### src/rtl/fifo_wr_arb.sv
// Round-robin write arbiter feeding one downstream FIFO port.
// Define FIFO_ARB_STATS_EN to add the per-requester grant counters (gnt_cnt).
module fifo_wr_arb #(
   parameter int DWIDTH = 7,
   parameter int NREQ   = 4
) (
   input  logic                         clk,
   input  logic                         rst,
   input  logic [NREQ-1:0]              req,
   input  logic [NREQ*(DWIDTH+1)-1:0]   req_data,
   input  logic                         fifo_full,
   output logic [NREQ-1:0]              gnt,
   output logic                         fifo_wr_en,
   output logic [DWIDTH:0]              fifo_data_in,
   output logic                         busy
`ifdef FIFO_ARB_STATS_EN
   ,
   output logic [NREQ*8-1:0]            gnt_cnt
`endif
);

   localparam int LW = (NREQ > 1) ? $clog2(NREQ) : 1;

   typedef enum logic [1:0] {IDLE, WRITE, STALL} state_t;

   state_t            state_q, state_d;
   logic [LW-1:0]     last_q, last_d;
   logic [NREQ-1:0]   gnt_q, gnt_d;
   logic              wr_q, wr_d;
   logic [DWIDTH:0]   data_q, data_d;
   logic [LW-1:0]     win;
   logic [LW-1:0]     idx;
   logic              hit;
   logic              go;
   int                s;

   // Search starts just after the last winner, wrapping modulo NREQ.
   always_comb begin
      win = '0;
      hit = 1'b0;
      idx = '0;
      s   = 0;
      for (int k = 1; k <= NREQ; k++) begin
         s = int'(last_q) + k;
         if (s >= NREQ) s = s - NREQ;
         idx = LW'(s);
         if (!hit && req[idx]) begin
            hit = 1'b1;
            win = idx;
         end
      end
   end

   always_comb begin
      go      = 1'b0;
      state_d = state_q;
      gnt_d   = '0;
      wr_d    = 1'b0;
      data_d  = data_q;
      last_d  = last_q;
      unique case (state_q)
         IDLE: begin
            if (hit) begin
               if (fifo_full) state_d = STALL;
               else           go      = 1'b1;
            end
         end
         WRITE: state_d = IDLE;
         STALL: begin
            if (!hit)           state_d = IDLE;
            else if (!fifo_full) go     = 1'b1;
         end
         default: state_d = IDLE;
      endcase
      if (go) begin
         state_d    = WRITE;
         gnt_d[win] = 1'b1;
         wr_d       = 1'b1;
         data_d     = req_data[win*(DWIDTH+1) +: (DWIDTH+1)];
         last_d     = win;
      end
   end

`ifdef FIFO_ARB_STATS_EN
   logic [NREQ-1:0][7:0] cnt_q, cnt_d;

   always_comb begin
      cnt_d = cnt_q;
      if (go && cnt_q[win] != 8'hFF)
         cnt_d[win] = cnt_q[win] + 8'd1;
   end

   assign gnt_cnt = cnt_q;
`endif

   always_ff @(posedge clk or negedge rst) begin
      if (!rst) begin
         state_q <= IDLE;
         last_q  <= LW'(NREQ - 1);
         gnt_q   <= '0;
         wr_q    <= 1'b0;
         data_q  <= '0;
`ifdef FIFO_ARB_STATS_EN
         cnt_q   <= '0;
`endif
      end else begin
         state_q <= state_d;
         last_q  <= last_d;
         gnt_q   <= gnt_d;
         wr_q    <= wr_d;
         data_q  <= data_d;
`ifdef FIFO_ARB_STATS_EN
         cnt_q   <= cnt_d;
`endif
      end
   end

   assign gnt          = gnt_q;
   assign fifo_wr_en   = wr_q;
   assign fifo_data_in = data_q;
   assign busy         = (state_q != IDLE);

endmodule

### config.mk
export PLATFORM = sky130hd
export DESIGN_NAME = fifo_wr_arb
export DESIGN_NICKNAME = d
export VERILOG_FILES = /design/src/rtl/fifo_wr_arb.sv
export SDC_FILE = /design/constraint.sdc
export NUM_CORES = 1
export LEC_CHECK = 0
export ABC_AREA = 1
export ABC_CLOCK_PERIOD_IN_PS = 2800
export BUFFER_PORTS_ARGS = -buffer_cell sky130_fd_sc_hd__buf_2
export CAP_MARGIN = 20
export CORE_UTILIZATION = 30
export DETAILED_ROUTE_END_ITERATION = 6
export PLACE_DENSITY = 0.55
export SLEW_MARGIN = 20
export SYNTH_ARGS = -nofsm -noshare
export SYNTH_HDL_FRONTEND = slang
export SYNTH_SLANG_ARGS = --single-unit
export TNS_END_PERCENT = 10
### constraint.sdc
create_clock -name clk -period 2.8 [get_ports clk]
set_input_delay 0.42 -clock clk [delete_from_list [all_inputs] [get_ports clk]]
set_output_delay 0.42 -clock clk [all_outputs]
set_load 0.02 [all_outputs]
==> results.py <==
metrics = {
    "logic_synthesis": {
        "synth_seq_area_share_pct": 30.2,
        "yosys_register_bits": 17,
        "syn_area_mm2": 0.00142,
        "yosysTopAreaCell": "dfrtp_1",
        "synth.avg_cell_area_um2": 6.74,
        "synthDistinctLibCells": 24,
        "syn_inst": 210,
        "syn_nets": 249,
        "synth_top_cell_area_share_pct": 26.5,
        "yosysWarnings": 0,
        "synth_area_leaders": "dfrtp_1 27%, nand2_1 19%, inv_1 10%",
    },
    "setup_path": {
        "worstPathRequired_ps": 2940,
        "cpMostUsedCell": "nand2_1",
        "cp_num_buf_inv": 2,
        "cp.arrival_ps": 2380,
        "critical_path_class": "reg2reg",
        "crit_path_end_kind": "flip-flop",
        "crit_slowest_cell": "dfstp_2",
        "worstSetupStartpointType": "flip-flop",
        "critPathMaxFanout": 18,
        "critPathMaxStageDelay_ps": 680,
        "cp_top_family": "simple AND/OR/NAND/NOR gates",
        "path_cells": "inv_6, nand2_2, nand2_1, nor2_2, nor2_1, nand3_4, nand2_2, nor2_4, inv_2, nand2_1, nand2_1",
    },
    "final_layout": {
        "drive_above_1_share_pct": 34.4,
        "area_delta_synth_final_pct": 22.0,
        "nNetsFinal": 299,
        "final_cells": 311,
        "diodes": 0,
        "layout_commonest_cell": "nand2_1",
        "multi_input_area_um2": 754,
        "fillers": 499,
        "seqCellArea_um2": 428,
        "mostFrequentLayoutCells": "70 x nand2_1, 52 x buf_2, 39 x inv_1",
    },
    "die": {
        "initial_core_util_pct": 31.9,
        "io_pins": 53,
        "die_area_mm2": 0.00500,
        "core_region_area_mm2": 0.00444,
        "die_h_um": 70.7,
        "rows": 24,
        "die_w_um": 70.7,
    },
    "global_routing": {
        "grt-ovfl-total": 0,
        "grt_max_degree": 19,
        "track_usage_pct": 14.6,
        "antenna_found_initial": 0,
        "grt_pass1_wl_um": 5870,
        "grt_pass1_vias": 1310,
    },
    "clock_tree": {
        "clock_latency_ps": 240,
        "h-tree-depth": 1,
        "cts_resized": 0,
        "cts_tree": "done",
        "cts_buffers": 3,
        "postCtsHoldBufs": 0,
        "path_clk_slew_ps": 60,
        "cts.path.max_buffers": 2,
        "clkSinkCount": 17,
        "post_cts_buffers": 0,
        "clockRootBuffer": "clkbuf_8",
    },
    "place": {
        "post-dp-hpwl_um": 2690,
        "dp_slack_ps": 567,
        "port_buffers": 52,
        "place_inst": 307,
        "place_congestion": 0.853,
    },
    "timing": {
        "fmax_ghz": 0.447,
        "clock_skew_ps": 1.78,
        "finalCritPeriodShare_pct": 80.0,
        "fin_tns_setup_ps": 0,
        "slew_headroom_pct": 64.8,
        "slew_viol_final": 0,
        "setup_ws_ps": 561,
        "period_minus_slack_ps": 2240,
        "hold_viol": 0,
        "worst_pin_slew_ps": 528,
        "setup_violations": 0,
        "grt_setup_unrepaired": "no",
    },
    "drt": {
        "viasPerCell": 4.50,
        "drt_iter0_drc": 105,
        "drt-wirelength-per-cell_um": 11.2,
        "ant_nets": 0,
        "dr.pass1.iters": 6,
        "drc_errors": 6,
        "drt_wl_total_um": 3480,
        "vias": 1401,
    },
    "power_and_ir_drop": {
        "power_frac_clock_pct": 7.1,
        "p_sw_mw": 1.41,
        "leakage_nw": 1.06,
        "powerDensity_mw_per_mm2": 1430,
        "power.internal_mw": 1.05,
        "p_sw_share_pct": 57.2,
        "vdd_drop_max_v": 0.000521,
        "p_seq_share_pct": 18.5,
        "combinationalPowerShare_pct": 74.4,
    },
    "run_status": {
        "violations": "DRC",
        "outcome": "complete, but fails checks",
    },
    "run": {
        "maxCapViolations": 0,
    },
    "hold_path": {
        "hold_path.class": "in2async",
    },
}
==> metal layers <==
layer / routed length (um) / GRT usage [%] / vias to the layer above
met2: 1600 / 25.3 / 36
met1: 1700 / 19.5 / 613
met4: 13 / 3.33 / 0
met5: 0 / 0 / -
met3: 162 / 1.85 / 2
li1: - / - / 750
==> per-stage QoR <==
step                utilization (%)  power, mW  hold WS [ps]  instance area (um2)
floorplan                         -       1.98           124                 1420
global placement               37.9       2.28           360                 1680
detailed placement             37.9       2.30           359                 1680
CTS                            38.9       2.48          95.1                 1730
global route                   38.9       2.73           106                 1730
finish                         38.9       2.46          84.3                 1730
==> worst reg2reg max path: cells and delay by family (launching register included) <==
kind          cells  cell delay (ps)
simple gates      9             1210
flops             1              680
buf+inv           2              260
==> synthesized netlist by cell type (all sizes together) <==
library cell / number
dfrtp: 15
nor2: 8
inv: 43
or2: 1
nand4: 17
nand2: 86
o21ai: 2
a21oi: 2
clkinv: 1
buf: 7
nor3: 3
nand3: 23
dfstp: 2
==> final timing paths <==
kind                                             start                           to  slack (ps)  depth (start not counted)
hold reg to reg            fifo_data_in[0]$_DFFE_PN0P_  fifo_data_in[0]$_DFFE_PN0P_         480                          2
setup reg to reg                 last_q[0]$_DFFE_PN1P_  fifo_data_in[4]$_DFFE_PN0P_         560                         11
min in group clk                             fifo_full       state_q[0]$_DFFE_PN0P_         390                          2
hold / removal                                     rst       state_q[1]$_DFFE_PN0P_          80                          1
setup / recovery                 last_q[0]$_DFFE_PN1P_  fifo_data_in[4]$_DFFE_PN0P_         560                         11
max in group asynchronous                          rst        last_q[0]$_DFFE_PN1P_        2410                          1
==> power by group through the flow <==
stage | Clock (mW) | Sequential (mW) | Combinational, mW
after global placement | 0 | 0.456 | 1.82
final | 0.175 | 0.455 | 1.83
after CTS | 0.179 | 0.454 | 1.85
after global routing | 0.189 | 0.469 | 2.07
after floorplan | 0 | 0.533 | 1.45
after detailed placement | 0 | 0.457 | 1.84
==> kinds of logic (layout without fill, tap and decap cells) <==
kind of cell | Yosys count | count (layout) | synth area share, %
AND/OR/NAND/NOR | 138 | 138 | 51.6
buffers and inverters | 51 | 100 | 16.5
flip-flops | 17 | 17 | 30.2
AO/OA/AOI/OAI | 4 | 4 | 1.68
==> layout make-up <==
class / count / area share, %
inverters: 44 / 10.1
clock buffers: 4 / 2.61
well taps: 52 / 3.77
repair buffers: 52 / 15.1
flip-flops and latches: 17 / 24.8
multi-input cells: 142 / 43.7
==> flip-flops by register name, indices dropped and copies added, names as in the netlist <==
register	cells
gnt	4
last_q	2
state_q	2
fifo_wr_en	1
fifo_data_in	8
Note: power is estimated with default switching activity, not from simulation.
